## src/rtl/countdown_timer_ctrl_pkg.sv

```systemverilog
// rtl/countdown_timer_ctrl_pkg.sv - shared state encodings and BCD helpers for the countdown timer
package countdown_timer_ctrl_pkg;

  typedef enum logic [1:0] {
    ST_IDLE    = 2'd0,
    ST_RUN     = 2'd1,
    ST_PAUSE   = 2'd2,
    ST_EXPIRED = 2'd3
  } state_e;

  localparam logic [3:0] BCD_MAX_DIGIT = 4'd9;

  function automatic logic bcd_valid(input logic [7:0] v);
    return (v[7:4] <= BCD_MAX_DIGIT) && (v[3:0] <= BCD_MAX_DIGIT);
  endfunction

  function automatic logic [7:0] bcd_dec(input logic [7:0] v);
    if (v[3:0] == 4'd0) return {v[7:4] - 4'd1, BCD_MAX_DIGIT};
    else                return {v[7:4], v[3:0] - 4'd1};
  endfunction

  // Display bus layout: {show, tens, units}.
  function automatic logic [8:0] seconds_bus(input logic show, input logic [7:0] value);
    return {show, value};
  endfunction

endpackage

```

## src/rtl/countdown_timer_ctrl_tick_prescaler.sv

```systemverilog
// rtl/countdown_timer_ctrl_tick_prescaler.sv - one-second tick prescaler with clear and enable
module tick_prescaler #(
  parameter int unsigned TICKS_PER_SEC = 50000,
  parameter int unsigned TICK_W        = 16
) (
  input  logic clk_out,
  input  logic reset,
  input  logic clr,
  input  logic en,
  output logic tick
);

  localparam logic [TICK_W-1:0] LAST = TICK_W'(TICKS_PER_SEC - 1);

  logic [TICK_W-1:0] cnt_q;

  // A clear in the same cycle swallows the tick.
  assign tick = en && !clr && (cnt_q == LAST);

  always_ff @(posedge clk_out or posedge reset) begin
    if (reset)     cnt_q <= '0;
    else if (clr)  cnt_q <= '0;
    else if (en)   cnt_q <= tick ? '0 : cnt_q + 1'b1;
  end

endmodule

```

## src/rtl/countdown_timer_ctrl.sv

```systemverilog
// rtl/countdown_timer_ctrl.sv - two-digit BCD countdown timer driving the seconds display bus
module countdown_timer_ctrl
  import countdown_timer_ctrl_pkg::*;
#(
  parameter int unsigned TICKS_PER_SEC    = 50000,
  parameter int unsigned TICK_W           = 16,
  parameter int unsigned EXPIRE_HOLD_SECS = 3
) (
  input  logic       clk_out,
  input  logic       reset,
  input  logic       start,
  input  logic       pause,
  input  logic       cancel,
  input  logic [7:0] load_bcd,
  output logic [8:0] seconds,
  output logic       busy,
  output logic       paused,
  output logic       expired,
  output logic       load_err
);

  localparam int unsigned HOLD_W = (EXPIRE_HOLD_SECS > 1) ? $clog2(EXPIRE_HOLD_SECS) : 1;
  localparam logic [HOLD_W-1:0] HOLD_LAST = HOLD_W'(EXPIRE_HOLD_SECS - 1);

  state_e            state_q;
  logic [7:0]        value_q;
  logic [HOLD_W-1:0] hold_q;
  logic              show_q, busy_q, paused_q, expired_q, load_err_q;

  logic       start_ok, presc_clr, presc_en, tick;
  logic [7:0] value_dec;

  assign start_ok  = start && bcd_valid(load_bcd);
  assign presc_clr = cancel || start_ok || (state_q == ST_IDLE);
  assign presc_en  = (state_q == ST_RUN) || (state_q == ST_EXPIRED);
  assign value_dec = bcd_dec(value_q);

  tick_prescaler #(
    .TICKS_PER_SEC (TICKS_PER_SEC),
    .TICK_W        (TICK_W)
  ) u_prescaler (
    .clk_out (clk_out),
    .reset   (reset),
    .clr     (presc_clr),
    .en      (presc_en),
    .tick    (tick)
  );

  always_ff @(posedge clk_out or posedge reset) begin
    if (reset) begin
      state_q    <= ST_IDLE;
      value_q    <= 8'h00;
      hold_q     <= '0;
      show_q     <= 1'b0;
      busy_q     <= 1'b0;
      paused_q   <= 1'b0;
      expired_q  <= 1'b0;
      load_err_q <= 1'b0;
    end else begin
      expired_q  <= 1'b0;
      load_err_q <= 1'b0;
      if (cancel) begin
        state_q  <= ST_IDLE;
        value_q  <= 8'h00;
        hold_q   <= '0;
        show_q   <= 1'b0;
        busy_q   <= 1'b0;
        paused_q <= 1'b0;
      end else if (start_ok) begin
        value_q  <= load_bcd;
        hold_q   <= '0;
        show_q   <= 1'b1;
        paused_q <= 1'b0;
        if (load_bcd == 8'h00) begin
          state_q   <= ST_EXPIRED;
          busy_q    <= 1'b0;
          expired_q <= 1'b1;
        end else begin
          state_q <= ST_RUN;
          busy_q  <= 1'b1;
        end
      end else begin
        // A rejected start still outranks pause but leaves the count running.
        if (start) load_err_q <= 1'b1;
        case (state_q)
          ST_RUN: begin
            if (tick) value_q <= value_dec;
            if (tick && value_dec == 8'h00) begin
              state_q   <= ST_EXPIRED;
              busy_q    <= 1'b0;
              expired_q <= 1'b1;
              hold_q    <= '0;
            end else if (pause && !start) begin
              state_q  <= ST_PAUSE;
              paused_q <= 1'b1;
            end
          end
          ST_PAUSE: begin
            if (pause && !start) begin
              state_q  <= ST_RUN;
              paused_q <= 1'b0;
            end
          end
          ST_EXPIRED: begin
            if (tick) begin
              if (hold_q == HOLD_LAST) begin
                state_q <= ST_IDLE;
                value_q <= 8'h00;
                show_q  <= 1'b0;
                hold_q  <= '0;
              end else begin
                hold_q <= hold_q + 1'b1;
              end
            end
          end
          default: ;
        endcase
      end
    end
  end

  assign seconds  = seconds_bus(show_q, value_q);
  assign busy     = busy_q;
  assign paused   = paused_q;
  assign expired  = expired_q;
  assign load_err = load_err_q;

endmodule

```

## config.mk

```make
export PLATFORM = sky130hd
export DESIGN_NAME = countdown_timer_ctrl
export DESIGN_NICKNAME = d
export VERILOG_FILES = /design/src/rtl/countdown_timer_ctrl_pkg.sv /design/src/rtl/countdown_timer_ctrl_tick_prescaler.sv /design/src/rtl/countdown_timer_ctrl.sv
export SDC_FILE = /design/constraint.sdc
export NUM_CORES = 1
export LEC_CHECK = 0
export ABC_CLOCK_PERIOD_IN_PS = 2800
export BUFFER_PORTS_ARGS = -buffer_cell sky130_fd_sc_hd__buf_2
export CAP_MARGIN = 30
export CORE_MARGIN = 1
export CORE_UTILIZATION = 40
export DETAILED_ROUTE_END_ITERATION = 10
export PLACE_DENSITY = 0.69
export RECOVER_POWER = 100
export SLEW_MARGIN = 20
export SYNTH_ARGS = -nofsm -noshare
export SYNTH_HDL_FRONTEND = slang
export SYNTH_SLANG_ARGS = --single-unit
```

## constraint.sdc

```tcl
create_clock -name clk_out -period 2.8 [get_ports clk_out]
set_clock_uncertainty 0.2 [all_clocks]
set_input_delay 0 -clock clk_out [delete_from_list [all_inputs] [get_ports clk_out]]
set_output_delay 0 -clock clk_out [all_outputs]
set_load 0.005 [all_outputs]
```

# Word-level counts from Yosys, hierarchy flattened
# Cells that the tools add are included.
word_totals:
  register_bits: 33
  latchBits: 0
  mem_bits_rw: 0
  mem_bits_ro: 0
  inputBits: 13
  output_inout_bits: 13
  elab_cells: 107
  n_memories: 0
op_classes:
  n_addsub: 4
  multipliers: 0
  div_mod_pow: 0
  n_lt_le_gt_ge: 2
  n_eq_ne: 13
  shift: 0
  n_mux: 49
  n_bitwise: 0
  n_reduce_logical: 30
op_table:
  columns: ["cell", "n"]
  rows:
  - ["two-way mux 16 bit", 3]
  - ["two-way mux 8 bit", 6]
  - ["two-way mux 2 bit", 13]
  - ["two-way mux 1 bit", 23]
  - ["adder 16 x 1 -> 16 bit (second input constant)", 1]
  - ["== test 16 bit (second input constant)", 1]
  - ["logical NOT 8 bit", 2]
  - ["!= test 4 bit (second input constant)", 4]
  - ["one-hot mux 8 bit (2 select lines)", 1]
  - ["nonzero test 3 bit", 5]
  - ["!= test 4 x 3 -> 1 bit (second input constant)", 3]
  - ["<= comparator 4 bit (second input constant)", 2]
  - ["AND reduction 4 bit", 2]
  - ["nonzero test 4 bit", 2]
  - ["subtractor 4 x 1 -> 4 bit (second input constant)", 2]
  - ["== test 2 bit (second input constant)", 3]
  - ["logical AND 1 bit", 6]
  - ["one-hot mux 2 bit (3 select lines)", 1]
  - ["AND reduction 3 bit", 2]
  - ["!= test 5 x 3 -> 1 bit (second input constant)", 1]
  - ["AND reduction 5 bit", 1]
  - ["nonzero test 5 bit", 1]
  - ["logical NOT 4 bit", 1]
  - ["one-hot mux 2 bit (2 select lines)", 1]
  - ["8 further kinds", 11]

# Depth between registers and ports, before layout
logic_depth:
  ltp_word: 13
  mapped_depth: 9
  mapped_depth_nobuf: 7

# Modules after synthesis
# Synthesis repeated with hierarchy kept, for this count alone.
unflattened:
  hier_cells: 262
  hier_area_um2: 2242.2
by_module_without_submodules:
  columns: ["mod", "instances", "cells_each", "area_each_um2", "seq_area_each_um2"]
  rows:
  - ["countdown_timer_ctrl", 1, 144, 1223.7, 425.4]
  - ["tick_prescaler", 1, 118, 1018.5, 400.4]

# Worst setup path after synthesis
# Ideal clock, no wire load.
synth_timing:
  path_kind: "register to register"
  start: "register value_q[3]"
  end: "register state_q[0]"
  setup_time_ns: 0.128
  arrival_time_ns: 2.120
  required_ns: 2.472
  path_slack_ns: 0.353
  path_stages_with_launch: 6
  n_path_buf: 0
  period_less_slack_ns: 2.447
  path_cell_list: "dfrtp_1 nor4_2 mux2_2 o311ai_1 o211ai_2 mux2_1"
synth_between:
  elab_chain_len: 8
  elab_cells_between_ends: 11
  classes_between: "add/sub: 1; eq/ne: 1; mux: 5; reduce/logical: 4"
synth_lines:
  columns: ["element", "line_no", "text"]
  rows:
  - ["start: declaration", "countdown_timer_ctrl.sv:26", "logic [7:0] value_q;"]
  - ["start signal: assignment", "countdown_timer_ctrl.sv:70", "value_q <= load_bcd;"]
  - ["start signal: assignment", "countdown_timer_ctrl.sv:87", "if (tick) value_q <= value_dec;"]
  - ["subtractor 4 x 1 -> 4 bit or logical NOT 4 bit (tied branches)", "countdown_timer_ctrl_pkg.sv:19, countdown_timer_ctrl_pkg.sv:18", null]
  - ["two-way mux 8 bit (*)", "countdown_timer_ctrl_pkg.sv:18", "if (v[3:0] == 4'd0) return {v[7:4] - 4'd1, BCD_MAX_DIGIT};"]
  - ["logical NOT 8 bit (*)", "countdown_timer_ctrl.sv:88", "if (tick && value_dec == 8'h00) begin"]
  - ["logical AND 1 bit (*)", "countdown_timer_ctrl.sv:88", null]
  - ["two-way mux 2 bit", "countdown_timer_ctrl.sv:88", null]
  - ["one-hot mux 2 bit (3 select lines)", "countdown_timer_ctrl.sv:85", "case (state_q)"]
  - ["two-way mux 2 bit", "countdown_timer_ctrl.sv:69", "end else if (start_ok) begin"]
  - ["two-way mux 2 bit", "countdown_timer_ctrl.sv:62", "if (cancel) begin"]
  - ["end signal: assignment", "countdown_timer_ctrl.sv:63", "state_q <= ST_IDLE;"]
  - ["end signal: assignment", "countdown_timer_ctrl.sv:75", "state_q <= ST_EXPIRED;"]
  - ["end signal: assignment", "countdown_timer_ctrl.sv:89", "state_q <= ST_EXPIRED;"]
  - ["end: declaration", "countdown_timer_ctrl.sv:25", "state_e state_q;"]
# Mark *: on every way between the ends. The rest lies on a longest branch, timed or not.
# A chain may end at the register's enable or synchronous reset.

# Final worst setup path
layout_timing:
  start: "register u_prescaler.cnt_q[11]"
  end: "register value_q[2]"
layout_between:
  elab_chain_len: 4
  elab_cells_between_ends: 5
  classes_between: "eq/ne: 3; reduce/logical: 2"
layout_lines:
  columns: ["element", "line_no", "text"]
  rows:
  - ["start: declaration", "countdown_timer_ctrl_tick_prescaler.sv:15", "logic [TICK_W-1:0] cnt_q;"]
  - ["start signal: assignment", "countdown_timer_ctrl_tick_prescaler.sv:23", "else if (en) cnt_q <= tick ? '0 : cnt_q + 1'b1;"]
  - ["== test 16 bit (*)", "countdown_timer_ctrl_tick_prescaler.sv:18", "assign tick = en && !clr && (cnt_q == LAST);"]
  - ["logical AND 1 bit (*)", "countdown_timer_ctrl_tick_prescaler.sv:18", null]
  - ["!= test 4 bit (no line)", null, null]
  - ["AND reduction 4 bit (no line) (*)", null, null]
# Marked as above.

==> out/qor.yml <==
status: "complete, but fails checks"
violations: "capacitance limit, slew limit"
post-route-util_pct: 50.6
routed_wl_mm: 5.01
root_buffer: "clkbuf_8"
synth_top_area_share_pct: 37.5
initial_utilization_pct: 42.3
relSlewSlack_pct: -20.2
grt_pass1_vias: 1783
clkSinkCount: 33
rr_worst_depth: 6
synth_top_cell_by_area: "dfrtp_1"
ctsHtreeMaxLevel: 2
drt_iter0_markers: 82
power.internal_w: 0.00104
syn_to_final_growth_pct: 19.5
fp.dieH_um: 76.2
clkPwrFrac_pct: 29.9
hpwl_mm: 3.57
fmax_mhz: 394
clock_latency_ns: 0.28
ant_nets: 0
rsz0062_at_grt: "false"
syn_area_um2: 2200
tns_ns: 0
min_to: "paused$_DFFE_PP0P_"
cts_buffers: 5
nets: 307
hold_path_depth: 5
r2r-end: "value_q[2]$_DFFE_PP0P_"
rows: 26
clock_path_buffers: 2
rr_startpoint: "u_prescaler.cnt_q[11]$_DFFE_PP0P_"
place_congestion: 0.823
power.density_nw_per_um2: 586
met1_length_mm: 2.58
die-area_um2: 5810
synth.avg_cell_area_um2: 8.77
routedWlPerCell_um: 13.9
r2r_slack_ns: 0.26
n_antenna_cell: 0
hold_path.class: "in -> reg"
avgViaCountPerCell: 5.56
cts_tree: "done"
seq_power_share_pct: 37.9
ir_drop_mv: 0.263
dieWidth_um: 76.2
clk_pin_slew_ns: 0.07
synth_edf_count: 0
p_sw_w: 0.000499
grt_overflow: 0
ys.flop_type: "dfrtp_1"
n_fill_cell: 502
crit_path_start_kind: "flop"
cts-resized-gates: 0
synth-async-reset-ratio_pct: 100
top_layer: "met4"
cp.required_ns: 2.78
drc: 0
arrival_ns: 2.52
first_pass_iters: 4
grt_usage_pct: 18.0
synth.area.top_cells: "dfrtp_1, nand2_1, o21ai_0"
hold_buffers: 13
final_layout_size_suffix_gt1_share_pct: 13.5
ys_warn_count: 0
ios: 26
grt_max_degree: 34
antenna_found_initial: 0
power_leakage_nw: 1.11
setup_viol: 0
hp-start: "pause"
synth-seq-cells: 33
syn-num-nets: 270
ys_types: 58
slew_violations: 34
cp-end-kind: "flop"
wl_met3_um: 96
routed-wl-met2_mm: 2.26
grt_pass1_wl_mm: 8.49
ys_seq_area_share_pct: 37.5
core_area_um2: 5200
finalCritPeriodShare_pct: 90.5
port-buffer-count: 25
drv_cap: 1
switching_share_pct: 32.4
combPwrFrac_pct: 32.2
post-place-ws_ns: 0.375
worst-slew-pin-transition_ns: 1.80
vias: 1997
path_class: "reg -> reg"
synthCells: 251
path_max_fanout: 8
postCtsSetupRepairBufs: 0
finalHoldViolations: 0
period_needed_ns: 2.54
setup_slack_ns: 0.265
## cell type report
type / instances / area, um^2 / share of cell area, %
flip-flops and latches: 33 / 826 / 31.4
multi-input cells: 193 / 1270 / 48.4
repair buffers: 45 / 292 / 11.1
clock buffers: 7 / 86.3 / 3.28
clock inverters: 1 / 30.0 / 1.14
well taps: 70 / 87.6 / 3.33
inverters: 10 / 37.5 / 1.43
## cells in the mapped netlist (2+ instances only)
cell type,number
dfrtp_1,33
mux2_1,2
o41ai_1,2
and3_1,5
buf_2,2
o31a_1,2
a21oi_1,14
nor4_1,5
ha_1,6
xnor2_1,5
a22o_1,3
nand3b_1,2
o211a_1,2
a41oi_1,3
nand4bb_1,2
a22oi_1,2
a211oi_1,4
nand2b_1,5
and2_1,3
a211o_1,2
nand2_1,27
o31ai_1,2
nor2_1,13
mux2i_1,2
nand4_1,5
nand3_1,8
o2111ai_1,3
clkbuf_1,11
mux2_2,3
a31oi_1,10
inv_1,10
o21ai_0,17
nor3_1,10
and3b_1,2
## placed cells by master, fill, tap and decap left out, types with 3 or more instances in the layout
| cell type | netlist | routed |
|---|---|---|
| a41oi_1 | 3 | 3 |
| a211oi_1 | 4 | 4 |
| nand3_1 | 8 | 8 |
| ha_1 | 6 | 6 |
| o21ai_0 | 17 | 17 |
| a22o_1 | 3 | 3 |
| dfrtp_1 | 33 | 33 |
| clkbuf_8 | 0 | 6 |
| dlygate4sd3_1 | 0 | 13 |
| xnor2_1 | 5 | 5 |
| inv_1 | 10 | 10 |
| nor4_1 | 5 | 5 |
| and2_1 | 3 | 3 |
| nand2_1 | 27 | 27 |
| nand2b_1 | 5 | 5 |
| a31oi_1 | 10 | 10 |
| o2111ai_1 | 3 | 3 |
| a21oi_1 | 14 | 14 |
| buf_2 | 2 | 18 |
| nor2_1 | 13 | 14 |
| clkbuf_1 | 11 | 10 |
| nor3_1 | 10 | 10 |
| buf_4 | 1 | 5 |
| and3_1 | 5 | 5 |
| mux2_2 | 3 | 3 |
| nand4_1 | 5 | 5 |
## cell families (layout without fill, tap and decap cells)
kind of cell | count (synthesis) | count (layout) | share of synthesized area (%)
flops | 33 | 33 | 37.5
xor+xnor | 6 | 6 | 2.39
mux | 7 | 7 | 3.47
fa+ha+maj | 6 | 6 | 3.41
simple gates | 99 | 99 | 25.5
compound gates | 75 | 75 | 23.2
buf+inv | 25 | 63 | 4.55
## flip-flops by register name, indices dropped and copies added, names as in the netlist
name               count
busy                   1
hold_q                 2
paused                 1
show_q                 1
expired                1
value_q                8
load_err               1
state_q                2
u_prescaler.cnt_q     16
## routing by layer
layer  up-vias  GRT usage (%)
met5         -              0
met4         0           6.35
met3         6           2.99
met2        19           28.3
met1       950           25.0
li1       1022              -
## worst max-delay path: stages (launching register included)
cell and delay [ns]:
dfrtp_1 0.42, or4b_1 0.64, nor4_4 0.32, buf_4 0.20, a21boi_0 0.11, or2_0 0.31, o21ai_0 0.24
## power by group through the flow
stage	logic (W)	registers, W	clock network [W]
finish	0.000497	0.000584	0.000462
global route	0.000560	0.000593	0.000493
CTS	0.000506	0.000584	0.000476
detailed placement	0.000490	0.000593	0
global placement	0.000487	0.000591	0
floorplan	0.000358	0.000583	0
## through the flow
stage	instances	instance area (um^2)	hold slack, ns	total power (W)
after floorplan	251	2200	-0.0756	0.000941
after global placement	338	2410	-0.0889	0.00108
after global routing	359	2630	0.140	0.00165
after detailed placement	338	2410	-0.0741	0.00108
after CTS	359	2660	0.0586	0.00157
final	359	2630	0.0644	0.00154
## how the worst max path moves through the flow
stage | startpoint | to | slack [ns]
2_1_floorplan | value_q[3]$_DFFE_PP0P_ | state_q[0]$_DFFE_PP0P_ | 0.35
3_3_place_gp | u_prescaler.cnt_q[11]$_DFFE_PP0P_ | u_prescaler.cnt_q[15]$_DFFE_PP0P_ | 0.41
3_5_place_dp | u_prescaler.cnt_q[11]$_DFFE_PP0P_ | u_prescaler.cnt_q[15]$_DFFE_PP0P_ | 0.38
6_report | u_prescaler.cnt_q[11]$_DFFE_PP0P_ | value_q[2]$_DFFE_PP0P_ | 0.26
4_1_cts | u_prescaler.cnt_q[11]$_DFFE_PP0P_ | u_prescaler.cnt_q[15]$_DFFE_PP0P_ | 0.37
5_1_grt | u_prescaler.cnt_q[11]$_DFFE_PP0P_ | value_q[2]$_DFFE_PP0P_ | 0.15
(Power assumes the default switching activity.)
